File: config.mk
export PLATFORM = sky130hd
export DESIGN_NAME = mem_port_arbiter_flat
export DESIGN_NICKNAME = d
export VERILOG_FILES = /design/src/rtl/mem_port_arbiter_if.sv /design/src/rtl/mem_port_arbiter.sv /design/src/flat_wrapper.sv
export SDC_FILE = /design/constraint.sdc
export NUM_CORES = 1
export LEC_CHECK = 0
export ABC_CLOCK_PERIOD_IN_PS = 1660
export CELL_PAD_IN_SITES_DETAIL_PLACEMENT = 1
export CELL_PAD_IN_SITES_GLOBAL_PLACEMENT = 1
export CORE_UTILIZATION = 21
export CTS_BUF_LIST = sky130_fd_sc_hd__clkbuf_16
export DETAILED_ROUTE_END_ITERATION = 12
export MAX_ROUTING_LAYER = met4
export PLACE_DENSITY = 0.76
export SYNTH_ARGS = -nofsm -noshare
export SYNTH_HDL_FRONTEND = slang
export SYNTH_SLANG_ARGS = --single-unit
File: constraint.sdc
create_clock -name clk -period 1.66 [get_ports clk]
set_clock_uncertainty 0.1 [all_clocks]
set_input_delay 0.498 -clock clk [delete_from_list [all_inputs] [get_ports clk]]
set_output_delay 0.498 -clock clk [all_outputs]
set_load 0.005 [all_outputs]
File: src/rtl/mem_port_arbiter_if.sv
// Bus bundle between the arbiter, its two requesters and memory.
// slave = arbiter side, master = environment side.
interface mem_port_arbiter_if;
  logic        i_read;
  logic [31:0] i_address;
  logic [31:0] i_rdata;
  logic        i_resp;
  logic        d_read;
  logic        d_write;
  logic [31:0] d_address;
  logic [31:0] d_wdata;
  logic [3:0]  d_wmask;
  logic [31:0] d_rdata;
  logic        d_resp;
  logic        mem_read;
  logic        mem_write;
  logic [31:0] mem_address;
  logic [31:0] mem_wdata;
  logic [3:0]  mem_wmask;
  logic [31:0] mem_rdata;
  logic        mem_resp;

  modport slave (
    input  i_read, i_address,
    output i_rdata, i_resp,
    input  d_read, d_write, d_address,
    input  d_wdata, d_wmask,
    output d_rdata, d_resp,
    output mem_read, mem_write, mem_address,
    output mem_wdata, mem_wmask,
    input  mem_rdata, mem_resp
  );

  modport master (
    output i_read, i_address,
    input  i_rdata, i_resp,
    output d_read, d_write, d_address,
    output d_wdata, d_wmask,
    input  d_rdata, d_resp,
    input  mem_read, mem_write, mem_address,
    input  mem_wdata, mem_wmask,
    output mem_rdata, mem_resp
  );
endinterface

File: src/rtl/mem_port_arbiter.sv
// Shares one memory port between fetch (I) and load/store (D).
// D has priority; a streak counter lets I win after STREAK_MAX D grants.
module mem_port_arbiter #(
  parameter int STREAK_MAX     = 4,
  parameter int TIMEOUT_CYCLES = 0
) (
  input  logic              clk,
  input  logic              rst,
  mem_port_arbiter_if.slave bus,
  output logic              timeout_err,
  output logic              proto_err
);

  localparam int SW = $clog2(STREAK_MAX + 1);
  localparam int WW =
    (TIMEOUT_CYCLES > 1) ? $clog2(TIMEOUT_CYCLES + 1) : 1;
  localparam logic [SW-1:0] SMAX = SW'(STREAK_MAX);
  localparam logic [WW-1:0] TLAST =
    WW'((TIMEOUT_CYCLES > 0) ? TIMEOUT_CYCLES - 1 : 0);

  typedef enum logic [1:0] {
    IDLE    = 2'd0,
    GRANT_I = 2'd1,
    GRANT_D = 2'd2
  } state_t;

  state_t        state;
  logic [SW-1:0] streak;
  logic [WW-1:0] wait_cnt;
  logic          d_pend;
  logic          d_win;

  assign d_pend = bus.d_read | bus.d_write;
  assign d_win  = d_pend & ((streak < SMAX) | ~bus.i_read);

  // Completions pass straight through to whoever holds the grant.
  assign bus.i_resp  = bus.mem_resp & (state == GRANT_I);
  assign bus.d_resp  = bus.mem_resp & (state == GRANT_D);
  assign bus.i_rdata = bus.mem_rdata;
  assign bus.d_rdata = bus.mem_rdata;

  // Grant FSM with registered strobes, latched bus and watchdog.
  always_ff @(posedge clk) begin
    if (rst) begin
      state           <= IDLE;
      streak          <= '0;
      wait_cnt        <= '0;
      bus.mem_read    <= 1'b0;
      bus.mem_write   <= 1'b0;
      bus.mem_address <= '0;
      bus.mem_wdata   <= '0;
      bus.mem_wmask   <= '0;
      timeout_err     <= 1'b0;
      proto_err       <= 1'b0;
    end else begin
      unique case (state)
        IDLE: begin
          wait_cnt <= '0;
          if (bus.d_read & bus.d_write)
            proto_err <= 1'b1;
          if (d_win) begin
            state           <= GRANT_D;
            bus.mem_write   <= bus.d_write;
            bus.mem_read    <= ~bus.d_write;
            bus.mem_address <= bus.d_address;
            bus.mem_wdata   <=
              bus.d_write ? bus.d_wdata : '0;
            bus.mem_wmask   <=
              bus.d_write ? bus.d_wmask : '0;
            if (!bus.i_read)
              streak <= '0;
            else if (streak != SMAX)
              streak <= streak + 1'b1;
          end else if (bus.i_read) begin
            state           <= GRANT_I;
            bus.mem_read    <= 1'b1;
            bus.mem_write   <= 1'b0;
            bus.mem_address <= bus.i_address;
            bus.mem_wdata   <= '0;
            bus.mem_wmask   <= '0;
            streak          <= '0;
          end
        end
        GRANT_I, GRANT_D: begin
          if (bus.mem_resp) begin
            state         <= IDLE;
            bus.mem_read  <= 1'b0;
            bus.mem_write <= 1'b0;
          end else if (TIMEOUT_CYCLES != 0) begin
            if (wait_cnt >= TLAST)
              timeout_err <= 1'b1;
            else
              wait_cnt <= wait_cnt + 1'b1;
          end
        end
        default: begin
          state         <= IDLE;
          bus.mem_read  <= 1'b0;
          bus.mem_write <= 1'b0;
        end
      endcase
    end
  end

endmodule

File: src/flat_wrapper.sv
// flat-port wrapper written by rule: the top's interface ports become plain ports
module mem_port_arbiter_flat 
#(
  parameter int STREAK_MAX     = 4,
  parameter int TIMEOUT_CYCLES = 0
)
  (clk, rst, timeout_err, proto_err, bus_i_read, bus_i_address, bus_i_rdata, bus_i_resp, bus_d_read, bus_d_write, bus_d_address, bus_d_wdata, bus_d_wmask, bus_d_rdata, bus_d_resp, bus_mem_read, bus_mem_write, bus_mem_address, bus_mem_wdata, bus_mem_wmask, bus_mem_rdata, bus_mem_resp);
  mem_port_arbiter_if bus_i ();
  input  logic clk;
  input  logic rst;
  output logic timeout_err;
  output logic proto_err;
  input wire logic [$bits(bus_i.i_read)-1:0] bus_i_read;
  input wire logic [$bits(bus_i.i_address)-1:0] bus_i_address;
  output wire logic [$bits(bus_i.i_rdata)-1:0] bus_i_rdata;
  output wire logic [$bits(bus_i.i_resp)-1:0] bus_i_resp;
  input wire logic [$bits(bus_i.d_read)-1:0] bus_d_read;
  input wire logic [$bits(bus_i.d_write)-1:0] bus_d_write;
  input wire logic [$bits(bus_i.d_address)-1:0] bus_d_address;
  input wire logic [$bits(bus_i.d_wdata)-1:0] bus_d_wdata;
  input wire logic [$bits(bus_i.d_wmask)-1:0] bus_d_wmask;
  output wire logic [$bits(bus_i.d_rdata)-1:0] bus_d_rdata;
  output wire logic [$bits(bus_i.d_resp)-1:0] bus_d_resp;
  output wire logic [$bits(bus_i.mem_read)-1:0] bus_mem_read;
  output wire logic [$bits(bus_i.mem_write)-1:0] bus_mem_write;
  output wire logic [$bits(bus_i.mem_address)-1:0] bus_mem_address;
  output wire logic [$bits(bus_i.mem_wdata)-1:0] bus_mem_wdata;
  output wire logic [$bits(bus_i.mem_wmask)-1:0] bus_mem_wmask;
  input wire logic [$bits(bus_i.mem_rdata)-1:0] bus_mem_rdata;
  input wire logic [$bits(bus_i.mem_resp)-1:0] bus_mem_resp;
  assign bus_i.i_read = bus_i_read;
  assign bus_i.i_address = bus_i_address;
  assign bus_i_rdata = bus_i.i_rdata;
  assign bus_i_resp = bus_i.i_resp;
  assign bus_i.d_read = bus_d_read;
  assign bus_i.d_write = bus_d_write;
  assign bus_i.d_address = bus_d_address;
  assign bus_i.d_wdata = bus_d_wdata;
  assign bus_i.d_wmask = bus_d_wmask;
  assign bus_d_rdata = bus_i.d_rdata;
  assign bus_d_resp = bus_i.d_resp;
  assign bus_mem_read = bus_i.mem_read;
  assign bus_mem_write = bus_i.mem_write;
  assign bus_mem_address = bus_i.mem_address;
  assign bus_mem_wdata = bus_i.mem_wdata;
  assign bus_mem_wmask = bus_i.mem_wmask;
  assign bus_i.mem_rdata = bus_mem_rdata;
  assign bus_i.mem_resp = bus_mem_resp;
  mem_port_arbiter #(.STREAK_MAX(STREAK_MAX), .TIMEOUT_CYCLES(TIMEOUT_CYCLES)) u_core (.clk(clk), .rst(rst), .bus(bus_i), .timeout_err(timeout_err), .proto_err(proto_err));
endmodule
==> results.txt, run 1 <==
----------------------------------------------------
[Timing]
  Post-route worst setup slack ... -0.108 ns
  Maximum frequency from static timing analysis ... between 500 and 600 MHz
  Count of pins over their slew limit ... 0
  Number of failing hold endpoints at the final stage ... 0
  Worst hold slack after final layout ... 0.350 ns
  Setup repair after global routing missed its margin ... yes
  Setup violators final ... 2
  Final critical-path share of the clock period ... 107%
  Clock period minus final worst setup slack ... ~1.8 ns

[Critical path]
  Data arrival time of the critical path ... approximately 1.2 ns
  WP data required ... approximately 1.1 ns
  Category of the worst setup path capture point ... output pin
  Category of the critical setup timing path ... flip-flop to output pin
  Maximum fanout encountered on the critical timing path ... 2
  Launching element type of the critical path ... flip-flop

[Synth]
  Async set-or-reset flop fraction in the synthesized netlist ... 0%
  Yosys warns ... 0
  Most used flip-flop cell after synthesis ... sky130_fd_sc_hd__dfxtp_1
  Net count of the mapped netlist ... 598
  Most frequent cell after synthesis ... sky130_fd_sc_hd__nand2_1
  Proportion of netlist area held by the largest area contributor ... 39.6%
  Flip-flop and latch count after synthesis ... 76
  Gate count after technology mapping ... roughly 460
  Sequential element share of the synthesized area ... around two fifths
  Leading post-synthesis cells by instance count ... sky130_fd_sc_hd__nand2_1, sky130_fd_sc_hd__dfxtp_1, sky130_fd_sc_hd__buf_4, sky130_fd_sc_hd__a21oi_1, sky130_fd_sc_hd__nand3_1
  Cells taking the most area after synthesis ... sky130_fd_sc_hd__dfxtp_1, sky130_fd_sc_hd__buf_4, sky130_fd_sc_hd__a311oi_2
  Number of enable-type register cells in the synthesized netlist ... 0
  Area of the mapped netlist ... 3840 sq um
  Syn avg cell area ... ~8.5 sq um
  Dominant cell type by area after synthesis ... sky130_fd_sc_hd__dfxtp_1
  Post-synth cell types ... 28

[Die]
  FP Rows ... 49
  I/O Pins ... approximately 280
  Die outline height ... ~140 um
  Initial standard-cell utilization of the core ... a little over a fifth
  Core area ... around 18000 sq um
  Die boundary width ... around 140 um
  Die Footprint ... about 19000 sq um

[Global route]
  Global-route wire length before repair ... roughly 19 mm
  Number of global-route vias before repair ... approximately 3600
  Initial antenna violation count ... 0
  Total congestion overflow after global routing ... 0
  Total global routing track utilization ... between 10% and 20%
  Pin count of the biggest net entering global routing ... 52

[Layout]
  Filler cell count in the final layout ... just over 2000
  Finished layout cell area ... between 6000 and 7000 sq um
  Post-Route Utilization ... about a third
  Final-stage net count ... 727
  Area growth, synth to finish ... 59.6%
  Count of antenna diodes in the layout ... 0
  Count of placed standard cells in the final layout, fillers left out ... 818
  Fraction of layout cells with a size suffix above 1 ... between 10% and 20%

[Route]
  Number of antenna-violating nets in the routed design ... 0
  Routed via count ... 3575
  First-pass iteration count of the detailed router ... 4
  Post-detailed-routing wire length ... between 10 and 15 mm
  Detailed router's first-iteration violation count ... a little over 80
  Post-detailed-route via-to-cell ratio ... approximately 4.4
  DR DRC count ... 0
  Detail-routed net length per standard cell ... about 16 um

[Run status]
  Outcome ... complete, but fails checks
  Failing checks ... negative setup slack

[Power]
  Max VDD drop ... 0.500 mV
  Final Total Pwr ... around 5.6 mW
  Ratio of total power to cell area ... 914 nW/um^2
  Leak Pwr ... 2.57 nW

[Clock network]
  Clock network latency to the later pin of the worst-skew pair ... ~0.34 ns
  Maximum count of clock buffers along a single path ... 2
  CTS tree ... yes
  Clock Tree Root ... sky130_fd_sc_hd__clkbuf_16
  Number of clock sinks ... 76
  Number of buffers added by the clock tree synthesis step ... 9
  Clock transition at the registers of the reported paths ... ~0.060 ns
  H-tree levels ... 3
  Hold buffer count at CTS ... 0

[Place]
  Detailed placement HPWL ... between 8 and 9 mm
  Routability-driven placement congestion ratio ... roughly 0.73
  Port bufs ... roughly 180
  Placed cell areas ... 5590 sq um
  Placed Cells incl. Taps ... a little under 800

[Job]
  Number of max-cap violations ... 0

[Hold path]
  Kind of path behind the tightest hold check ... flip-flop to flip-flop

----------------------------------------------------
==> kinds of logic (layout without fill, tap and decap cells) <==
logic type                 count (synthesis)  in the layout  share of synthesized area (%)
and+or+nand+nor                          183            183                           19.7
AOI/OAI and AO/OA                         86             86                           20.7
other                                      1              1                         0.0975
buffers and inverters                    104            238                           18.4
DFF                                       76             76                           39.6
adders and majority gates                  5              5                           1.63
==> where the power goes <==
group | switching, mW | internal (mW)
clock | 0.798 | 0.990
sequential | 0.0905 | 2.01
combinational | 0.774 | 0.947
==> registers in the layout, summed over array words and instances, names as in the netlist <==
signal and flops:
u_core.bus.mem_address 32, u_core.streak 3, u_core.bus.mem_read 1, u_core.proto_err 1, u_core.bus.mem_wdata 32, u_core.bus.mem_write 1
u_core.bus.mem_wmask 4, u_core.state 2
==> through the flow <==
stage | setup TNS (ns) | setup slack [ns]
global placement | -32.05 | -0.573
floorplan | 0 | 0.00934
CTS | -0.284 | -0.137
global route | -0.318 | -0.150
detailed placement | -35.24 | -0.559
finish | -0.176 | -0.108
==> timing repair <==
item | 4_1_cts | 5_1_grt
buffers inserted | 3 | 2
resized for setup | 105 | 24
gates cloned | 3 | 6
pin swaps | 4 | 21
setup endpoints to repair | 148 | 55
==> final cells by class <==
cell class	count	area (sq um)	share of cell area, %
clock inverters	7	35.0	0.571
repair buffers	217	2290	37.4
multi-input cells	275	1740	28.4
inverters	5	21.3	0.347
flip-flops and latches	76	1530	25.0
well taps	229	287	4.67
clock buffers	9	225	3.67
==> placed cells by master, fill, tap and decap left out, drive strengths merged, types with 2 or more instances in the layout <==
cell type,netlist,final
ha,5,5
clkdlybuf4s50,0,100
nand3,41,41
buf,91,37
clkinv,0,5
clkbuf,8,14
and2,2,2
dfxtp,76,76
nor2,34,34
inv,5,6
nand2,102,102
a311oi,32,32
o21ai,4,4
dlygate4sd2,0,75
a21oi,42,42
==> critical path, cell delays in order, from the launching register on <==
cell and delay [ns]:
sky130_fd_sc_hd__dfxtp_2 0.33, sky130_fd_sc_hd__buf_6 0.12, sky130_fd_sc_hd__ha_4 0.14, sky130_fd_sc_hd__and2_4 0.13, sky130_fd_sc_hd__buf_6 0.10
==> metal layers <==
metal | global-route usage, % | vias up | wire length (um)
li1 | - | 1731 | -
met1 | 15.1 | 1690 | 5510
met2 | 24.1 | 130 | 6600
met3 | 5.00 | 24 | 962
met4 | 3.91 | 0 | 204
met5 | - | - | 0
==> path summary, 6_finish.rpt <==
check / cells after the start / slack (ns) / start / endpoint
setup / recovery: 4 / -0.11 / u_core.state[1]$_SDFFE_PP0P_ / bus_d_resp
hold / removal: 2 / 0.35 / u_core.bus.mem_wmask[2]$_SDFFE_PP0P_ / u_core.bus.mem_wmask[2]$_SDFFE_PP0P_
setup reg to reg: 8 / 0.04 / u_core.state[0]$_SDFFE_PP0P_ / u_core.bus.mem_address[11]$_SDFFE_PP0P_
hold reg to reg: 2 / 0.35 / u_core.bus.mem_wmask[2]$_SDFFE_PP0P_ / u_core.bus.mem_wmask[2]$_SDFFE_PP0P_
Note: power is estimated with default switching activity, not from simulation.
==> run 2: changes to the inputs <==
Settings changed: REMOVE_ABC_BUFFERS set to 1.
==> run 2 against run 1 <==
The flow still finishes with violations (negative setup slack). Sequential cell count unchanged. Clock power up 6%. Highest routed layer unchanged. Sequential power about the same. Critical path type unchanged. Sequential share of layout area up 0.27 points. Power up 1.5%.
==> results.txt, run 2 (synthesis results as in run 1) <==
----------------------------------------------------
[Critical path]
  Category of the worst setup path capture point ... output pin (unchanged)
  WP data required ... 1.06 ns (about the same)
  Data arrival time of the critical path ... 1.18 ns (was 1.17 ns)
  Category of the critical setup timing path ... flip-flop to output pin (unchanged)
  Maximum fanout encountered on the critical timing path ... 3 (was 2)
  Launching element type of the critical path ... flip-flop (unchanged)

[Clock network]
  Hold buffer count at CTS ... 0 (unchanged)
  H-tree levels ... 3 (unchanged)
  Clock Tree Root ... sky130_fd_sc_hd__clkbuf_16 (unchanged)
  Number of buffers added by the clock tree synthesis step ... 9 (unchanged)
  Maximum count of clock buffers along a single path ... 2 (unchanged)
  CTS tree ... yes (unchanged)
  Clock network latency to the later pin of the worst-skew pair ... 0.34 ns (about the same)
  Number of clock sinks ... 76 (unchanged)
  Clock transition at the registers of the reported paths ... 0.06 ns (about the same)

[Timing]
  Final critical-path share of the clock period ... 107% (about the same)
  Maximum frequency from static timing analysis ... 564 MHz (was 565 MHz)
  Count of pins over their slew limit ... 0 (unchanged)
  Worst hold slack after final layout ... 0.347 ns (was 0.350 ns)
  Setup repair after global routing missed its margin ... yes (unchanged)
  Number of failing hold endpoints at the final stage ... 0 (unchanged)
  Post-route worst setup slack ... -0.114 ns (was -0.108 ns)
  Setup violators final ... 3 (was 2)
  Clock period minus final worst setup slack ... 1.77 ns (about the same)

[Die]
  I/O Pins ... 276 (unchanged)
  FP Rows ... 49 (unchanged)
  Core area ... 18000 sq um (unchanged)
  Die Footprint ... 18900 sq um (unchanged)
  Die boundary width ... 137 um (unchanged)
  Initial standard-cell utilization of the core ... 21.4% (unchanged)
  Die outline height ... 137 um (unchanged)

[Power]
  Ratio of total power to cell area ... 937 nW/um^2 (was 914 nW/um^2)
  Max VDD drop ... 0.462 mV (was 0.500 mV)
  Leak Pwr ... 2.57 nW (about the same)

[Layout]
  Filler cell count in the final layout ... 2076 (was 2069)
  Post-Route Utilization ... 33.8% (was 34.2%)
  Finished layout cell area ... 6070 sq um (was 6130 sq um)
  Most common library cell in the layout ignoring fill and taps ... sky130_fd_sc_hd__nand2_1 (unchanged)
  Fraction of layout cells with a size suffix above 1 ... 17.2% (was 19.7%)
  Count of antenna diodes in the layout ... 0 (unchanged)
  Most frequent cells in the layout ... sky130_fd_sc_hd__nand2_1, sky130_fd_sc_hd__clkdlybuf4s50_1, sky130_fd_sc_hd__dlygate4sd2_1 (unchanged)
  Count of placed standard cells in the final layout, fillers left out ... 816 (was 818)
  Largest registers ... u_core.bus.mem_address: 32 flops, u_core.bus.mem_wdata: 32 flops, u_core.bus.mem_wmask: 4 flops (unchanged)
  Area growth, synth to finish ... 58.0% (was 59.6%)
  Final-stage net count ... 725 (was 727)
  Footprint of the multi-input gates ... 1690 sq um (was 1740 sq um)
  Area used by sequential logic in the layout ... 1540 sq um (was 1530 sq um)

[Global route]
  Global-route wire length before repair ... 21.7 mm (was 19.2 mm)
  Pin count of the biggest net entering global routing ... 41 (was 52)
  Number of global-route vias before repair ... 3689 (was 3585)
  Initial antenna violation count ... 0 (unchanged)
  Total congestion overflow after global routing ... 0 (unchanged)
  Total global routing track utilization ... 16.5% (was 14.0%)

[Place]
  Placed Cells incl. Taps ... 784 (was 789)
  Pre-CTS setup slack ... -0.583 ns (was -0.559 ns)
  Detailed placement HPWL ... 10.1 mm (was 8.49 mm)
  Placed cell areas ... 5500 sq um (was 5590 sq um)
  Routability-driven placement congestion ratio ... 0.680 (was 0.727)
  Port bufs ... 178 (unchanged)

[Job]
  Number of max-cap violations ... 0 (unchanged)

[Route]
  Number of antenna-violating nets in the routed design ... 0 (unchanged)
  Routed via count ... 3686 (was 3575)
  DR DRC count ... 0 (unchanged)
  Post-detailed-route via-to-cell ratio ... 4.52 (was 4.37)
  Detail-routed net length per standard cell ... 19.4 um (was 16.2 um)
  Post-detailed-routing wire length ... 15.9 mm (was 13.3 mm)
  First-pass iteration count of the detailed router ... 4 (unchanged)
  Detailed router's first-iteration violation count ... 73 (was 83)

[Run status]
  Failing checks ... negative setup slack (unchanged)
  Outcome ... complete, but fails checks (unchanged)

[Hold path]
  Kind of path behind the tightest hold check ... flip-flop to flip-flop (unchanged)

----------------------------------------------------
## run 2: path summary, 6_finish.rpt
kind	cells after the start	end	slack, ns	start
hold reg to reg	2	u_core.bus.mem_wdata[2]$_SDFFE_PP0P_	0.35	u_core.bus.mem_wdata[2]$_SDFFE_PP0P_
setup / recovery	4	bus_d_resp	-0.11	u_core.state[1]$_SDFFE_PP0P_
setup reg to reg	8	u_core.bus.mem_read$_SDFFE_PP0P_	-0.01	u_core.state[0]$_SDFFE_PP0P_
hold / removal	2	u_core.bus.mem_wdata[2]$_SDFFE_PP0P_	0.35	u_core.bus.mem_wdata[2]$_SDFFE_PP0P_
## run 2: critical path, stage by stage, from the launching register on
cell,delay (ns)
sky130_fd_sc_hd__dfxtp_2,0.33
sky130_fd_sc_hd__buf_6,0.12
sky130_fd_sc_hd__ha_4,0.14
sky130_fd_sc_hd__and2_1,0.12
sky130_fd_sc_hd__buf_2,0.12
## run 2: metal layers
layer  global-route usage [%]  wire length [um]
met4                     5.31               225
met3                     10.6              2000
met1                     19.4              6790
met2                     22.6              6840
met5                        -                 0
## run 2: timing repair
item                                    in CTS  in global routing
pin swaps                                    2                 15
resized for setup                          100                  9
cloned                                       3                  7
endpoints found under the setup margin     147                 48
buffers inserted                             3                  4
## run 2: area by class of cell
class | count | share of cell area, %
Inverter | 5 | 0.350
Multi-Input combinational cell | 275 | 27.8
Clock buffer | 9 | 3.71
Timing Repair Buffer | 215 | 37.3
Sequential cell | 76 | 25.3
Clock inverter | 7 | 0.865
Tap cell | 229 | 4.72
## run 2: stage by stage
step / setup TNS (ns) / power, mW
CTS: -0.524 / 5.60
finish: -0.215 / 5.69
detailed placement: -38.98 / 3.62
global placement: -35.90 / 3.59
global route: -0.397 / 6.00
floorplan: -135.33 / 2.71
## run 2: power by group
group,internal (mW),switching [mW]
clock,1.13,0.768
sequential,2.01,0.0894
combinational,0.926,0.764
total,4.07,1.62
